**config.mk**
```make
export PLATFORM = sky130hd
export DESIGN_NAME = alu_control_seq
export DESIGN_NICKNAME = d
export VERILOG_FILES = /design/src/rtl/alu_control_seq.sv
export SDC_FILE = /design/constraint.sdc
export NUM_CORES = 1
export LEC_CHECK = 0
export BUFFER_PORTS_ARGS = -buffer_cell sky130_fd_sc_hd__clkbuf_2
export CAP_MARGIN = 20
export CORE_ASPECT_RATIO = 0.6
export CORE_MARGIN = 1
export CORE_UTILIZATION = 25
export CTS_CLUSTER_DIAMETER = 60
export DETAILED_ROUTE_END_ITERATION = 7
export GPL_TIMING_DRIVEN = 1
export SYNTH_ARGS = -nofsm -noshare
export SYNTH_HDL_FRONTEND = slang
export SYNTH_SLANG_ARGS = --single-unit
```
**constraint.sdc**
```tcl
create_clock -name i_CLK -period 2.3 [get_ports i_CLK]
set_input_delay 0.345 -clock i_CLK [delete_from_list [all_inputs] [get_ports i_CLK]]
set_output_delay 0.345 -clock i_CLK [all_outputs]
set_load 0.03 [all_outputs]
```
**src/rtl/alu_control_seq.sv**
```systemverilog
// -----------------------------------------------------------------------------
// alu_control_seq
//
// Registered, multi-cycle ALU control decoder. It turns the main-control ALUOp
// and the R-type funct field into an ALU control code one cycle after issue.
// Supported operations are add/sub/logic, shifts, slt/sltu and the iterative
// mult/div. For mult/div it sequences the iterative datapath through
// MULDIV_CYCLES steps and stalls the issue stage while doing so.
//
// Parameters
//   CTRL_W         width of o_ALUcontrol (>= 4); 4-bit codes are zero-extended
//   MULDIV_CYCLES  number of mult/div iteration steps (>= 2)
//   CNT_W          iteration counter width (2**CNT_W >= MULDIV_CYCLES)
//
// Ports
//   i_CLK         clock, rising edge
//   i_RST         asynchronous active-high reset
//   i_Valid       issue strobe; accepted when i_Valid=1 and o_Busy=0
//   i_ALUOp       00 load/store, 01 branch, 10 R-type, 11 logical-immediate
//   i_Funct       funct field, used only for i_ALUOp=10
//   o_ALUcontrol  registered ALU control code
//   o_Valid       result-cycle strobe
//   o_Busy        stall to the issue stage
//   o_Step        one pulse per mult/div iteration step
//   o_Last        final mult/div step
//   o_Illegal     one-cycle pulse after an unsupported funct was accepted
// -----------------------------------------------------------------------------
module alu_control_seq #(
    parameter int CTRL_W        = 4,
    parameter int MULDIV_CYCLES = 32,
    parameter int CNT_W         = 6
) (
    input  logic              i_CLK,
    input  logic              i_RST,
    input  logic              i_Valid,
    input  logic [1:0]        i_ALUOp,
    input  logic [5:0]        i_Funct,
    output logic [CTRL_W-1:0] o_ALUcontrol,
    output logic              o_Valid,
    output logic              o_Busy,
    output logic              o_Step,
    output logic              o_Last,
    output logic              o_Illegal
);

    typedef enum logic {
        IDLE = 1'b0,
        ITER = 1'b1
    } state_t;

    // Counter value loaded on a mult/div accept; it then counts down to zero,
    // giving exactly MULDIV_CYCLES step cycles.
    localparam logic [CNT_W-1:0] CNT_LOAD = CNT_W'(MULDIV_CYCLES - 1);

    // ALU control codes (4-bit, zero-extended to CTRL_W on the output).
    localparam logic [3:0] C_AND  = 4'b0000;
    localparam logic [3:0] C_OR   = 4'b0001;
    localparam logic [3:0] C_ADD  = 4'b0010;
    localparam logic [3:0] C_XOR  = 4'b0011;
    localparam logic [3:0] C_SUB  = 4'b0110;
    localparam logic [3:0] C_SLT  = 4'b0111;
    localparam logic [3:0] C_SLL  = 4'b1000;
    localparam logic [3:0] C_SRL  = 4'b1001;
    localparam logic [3:0] C_SRA  = 4'b1010;
    localparam logic [3:0] C_SLTU = 4'b1011;
    localparam logic [3:0] C_NOR  = 4'b1100;
    localparam logic [3:0] C_MULT = 4'b1101;
    localparam logic [3:0] C_DIV  = 4'b1110;

    state_t            state_q, state_d;
    logic [CNT_W-1:0]  cnt_q, cnt_d;
    logic [CTRL_W-1:0] ctrl_q, ctrl_d;
    logic              valid_q, valid_d;      // single-cycle result strobe
    logic              illegal_q, illegal_d;

    logic [3:0]        dec_code;
    logic              dec_legal;
    logic              dec_iter;
    logic              last_cycle;
    logic              busy;
    logic              accept;

    // -------------------------------------------------------------------------
    // Opcode decode
    // -------------------------------------------------------------------------
    // NOTE: every variable assigned in an always_comb gets a default first so
    // no path leaves it unassigned, which would otherwise infer a latch.
    always_comb begin
        dec_code  = C_AND;
        dec_legal = 1'b1;
        dec_iter  = 1'b0;
        unique case (i_ALUOp)
            2'b00: dec_code = C_ADD;
            2'b01: dec_code = C_SUB;
            2'b11: dec_code = C_AND;
            2'b10: begin
                case (i_Funct)
                    6'b100000: dec_code = C_ADD;
                    6'b100010: dec_code = C_SUB;
                    6'b100100: dec_code = C_AND;
                    6'b100101: dec_code = C_OR;
                    6'b100110: dec_code = C_XOR;
                    6'b100111: dec_code = C_NOR;
                    6'b101010: dec_code = C_SLT;
                    6'b101011: dec_code = C_SLTU;
                    6'b000000: dec_code = C_SLL;
                    6'b000010: dec_code = C_SRL;
                    6'b000011: dec_code = C_SRA;
                    6'b011000: begin
                        dec_code = C_MULT;
                        dec_iter = 1'b1;
                    end
                    6'b011010: begin
                        dec_code = C_DIV;
                        dec_iter = 1'b1;
                    end
                    default:   dec_legal = 1'b0;
                endcase
            end
            default: dec_legal = 1'b0;
        endcase
    end

    // -------------------------------------------------------------------------
    // Handshake
    // -------------------------------------------------------------------------
    // The final step drops o_Busy so a queued op is taken on that edge and
    // follows the mult/div result with no bubble.
    assign last_cycle = (state_q == ITER) && (cnt_q == '0);
    assign busy       = (state_q == ITER) && (cnt_q != '0);
    assign accept     = i_Valid && !busy;

    // -------------------------------------------------------------------------
    // Next-state / next-output logic
    // -------------------------------------------------------------------------
    always_comb begin
        state_d   = state_q;
        cnt_d     = cnt_q;
        ctrl_d    = ctrl_q;     // control code holds until the next good op
        valid_d   = 1'b0;
        illegal_d = 1'b0;

        unique case (state_q)
            IDLE: ;
            ITER: begin
                if (cnt_q == '0) begin
                    state_d = IDLE;
                end else begin
                    cnt_d = cnt_q - 1'b1;
                end
            end
            default: state_d = IDLE;
        endcase

        // An accept only happens in IDLE or in the last step, both of which
        // leave the FSM heading to IDLE, so the accept decides the final state.
        if (accept) begin
            if (dec_iter) begin
                state_d = ITER;
                cnt_d   = CNT_LOAD;
                ctrl_d  = CTRL_W'(dec_code);
            end else if (dec_legal) begin
                ctrl_d  = CTRL_W'(dec_code);
                valid_d = 1'b1;
            end else begin
                illegal_d = 1'b1;
            end
        end
    end

    // -------------------------------------------------------------------------
    // State registers
    // -------------------------------------------------------------------------
    // NOTE: sequential state uses non-blocking assignments so every flop samples
    // the pre-edge values regardless of statement order.
    always_ff @(posedge i_CLK or posedge i_RST) begin
        if (i_RST) begin
            state_q   <= IDLE;
            cnt_q     <= '0;
            ctrl_q    <= '0;
            valid_q   <= 1'b0;
            illegal_q <= 1'b0;
        end else begin
            state_q   <= state_d;
            cnt_q     <= cnt_d;
            ctrl_q    <= ctrl_d;
            valid_q   <= valid_d;
            illegal_q <= illegal_d;
        end
    end

    // -------------------------------------------------------------------------
    // Outputs
    // -------------------------------------------------------------------------
    // Step/last/busy come straight from the state register, so an asynchronous
    // reset clears them immediately together with the registered strobes.
    assign o_ALUcontrol = ctrl_q;
    assign o_Step       = (state_q == ITER);
    assign o_Last       = last_cycle;
    assign o_Busy       = busy;
    assign o_Valid      = valid_q | last_cycle;
    assign o_Illegal    = illegal_q;

endmodule

```
==> metrics.txt <==
Crit-path slowest cell dfrtp_1; Max Buffers Root-to-Sink 2; DRC viols 0; Synth Instances 111; vias in the first global route 755; core area 3790 um2; Root Driver clkbuf_8; H-Tree Depth 1; Diodes inserted 0; crit path from cnt_q[2]$_DFF_PP0_; initial antenna violation count 0; Setup CP Type reg -> out; Placed Instances 170; final period utilization 87.7%; RSZ-0062 raised after global routing no; commonest non-fill, non-tap cell in the layout clkbuf_2; Post-synth EDFFs 0; largest net degree at the start of global routing 17; max_slew headroom 61.8%; Synth Warn # 0; Pre-antenna DRT Iters 4; fillers 395; fraction of layout cells with a size suffix above 1 27.6%; Iteration-0 DRC Markers 77; final worst setup slack 0.283 ns; die height 51.4 um; Place WS 0.463 ns; area grow syn2layout 14.5%; Slew @ Worst Pin 0.565 ns; Worst Setup Start Kind flop; WL final 2130 um; Initial Util 26.9%; Critical Path RT 1.96 ns; total gr overflow 0; worst hold path type in -> async; maximum fanout along the worst path 6; number of core rows 17; Final #Nets 141; Clock Latency Late Sink 0.24 ns; CP peak stage delay 0.44 ns; clk slew on worst S/H paths 0.05 ns; post-cts repair resize count 0; Clock Sinks 13; synth unique cells 48; CTS tree built; Die ar. 4340 um2; Setup Fix Bufs, Post-CTS 0; Die W 84.4 um; Fin. Hold Viols 0; skew final 0.000685 ns; wire length on met2 1030 um; top achievable clock speed 496 MHz; Cell Chain, Critical Path nor4_2 -> and3_2 -> or2_2 -> clkbuf_2; DRT antenna net count 0; synthesized cell area 1020 um2; uppermost layer routed met4; sequential fraction of the synthesis area 31.9%; first-pass GRT wire length 3590 um; min cycle time layout 2.02 ns; RePlAce Congestion 0.844; Power Dens Cells 427 nW/um2; endpoint class of the critical path output port; hpwl dp 1660 um; FF-to-FF Start cnt_q[2]$_DFF_PP0_; total number of vias 851; Max Slew Vio Count 0; synthesis-stage register bit count 13; Main synth FF type dfrtp_1; Avg WL per Cell 12.2 um; Synth async-reset ratio 100%; syn avg cell area 9.18 um2; Port Buf Inserts 19; Reg area 325 um2; cts bufs inserted 3; Hold-fix buffers, CTS 0; final std cells w/o fill 174; critical path arrival 1.67 ns; share of the core filled with cells 30.8%; io pins 20; area occupied by multi-input gates 612 um2; Synth Net Count 124; Leakage Power 0.485 nW; most frequent cells in the layout clkbuf_2, dfrtp_1, nand2_1, inv_1, nor2_1; setup TNS 0 ns; Setup Viol. Count Final 0; routed length on met1 1020 um; routed length on met3 64 um; Max VDD drop 0.120 mV; via/cell ratio 4.89; global-route usage over all layers 10.6%; status completed; max cap viols 0
[registers in the layout, indices dropped and copies added (netlist names)]
signal,cells
o_Illegal,1
cnt_q,6
valid_q,1
o_ALUcontrol,4
o_Step,1
[worst max-delay path: cells and delay by family (launching register included)]
| family | cells | cell delay, ns |
|---|---|---|
| and+or+nand+nor | 3 | 0.80 |
| DFF | 1 | 0.44 |
| buffers and inverters | 1 | 0.19 |
[cell families (layout without fill, tap and decap cells)]
| kind of cell | Yosys count | in the layout | synth area share, % |
|---|---|---|---|
| xor gates and xnor gates | 7 | 7 | 6.02 |
| DFF | 13 | 13 | 31.9 |
| adders and majority gates | 2 | 2 | 2.46 |
| muxes | 4 | 4 | 4.91 |
| and+or+nand+nor | 47 | 47 | 28.5 |
| buffers and inverters | 15 | 31 | 7.98 |
| AOI/OAI and AO/OA | 23 | 23 | 18.2 |
[metal layers]
layer | up-vias | GRT usage, %
met5 | - | 0
met4 | 0 | 1.69
met3 | 3 | 3.07
met2 | 10 | 17.6
met1 | 414 | 14.1
li1 | 424 | -
[final cells by class]
type	count	share of cell area (%)
inverter	8	2.58
multi-input combinational	83	52.5
timing repair buffer	19	8.15
tap	47	5.04
clock buffer	4	3.86
sequential	13	27.9
[worst paths after layout]
kind	to	slack, ns	cells past startpoint
setup / recovery	o_Valid	0.28	4
hold / removal	cnt_q[0]$_DFF_PP0_	0.11	2
setup reg to reg	o_ALUcontrol[1]$_DFFE_PP0P_	0.51	5
hold reg to reg	o_ALUcontrol[3]$_DFFE_PP0P_	0.53	2
max in group asynchronous	valid_q$_DFF_PP0_	1.86	2
min in group i_CLK	o_Illegal$_DFF_PP0_	0.39	3
[metrics by stage]
| step | hold WS (ns) | total power [mW] | cell area (um2) |
|---|---|---|---|
| CTS | 0.115 | 0.507 | 1170 |
| detailed placement | 0.375 | 0.302 | 1120 |
| floorplan | 0.222 | 0.287 | 1020 |
| global placement | 0.366 | 0.302 | 1120 |
| finish | 0.105 | 0.498 | 1170 |
| global route | 0.144 | 0.524 | 1170 |
[synthesized netlist by cell type (all sizes together), types with 2 or more instances]
library cell | number | area (um2)
ha | 2 | 25.0
nor2b | 4 | 25.0
xnor2 | 3 | 26.3
a21oi | 4 | 31.3
mux2 | 2 | 30.0
nand4 | 3 | 18.8
buf | 6 | 47.5
nor4 | 3 | 25.0
nor3 | 4 | 31.3
and2 | 2 | 13.8
o21ai | 6 | 30.0
mux2i | 2 | 20.0
dfrtp | 13 | 325
nor2 | 6 | 22.5
nand2b | 6 | 40.0
xor2 | 4 | 35.0
nand2 | 11 | 48.8
inv | 8 | 30.0
nor4b | 2 | 17.5
o31ai | 2 | 15.0
[power by group]
group          leakage [nW]  internal (mW)  switching (mW)
clock                0.0228          0.122          0.0770
combinational         0.311         0.0254          0.0445
sequential            0.151          0.229               0
(Power assumes the default switching activity.)
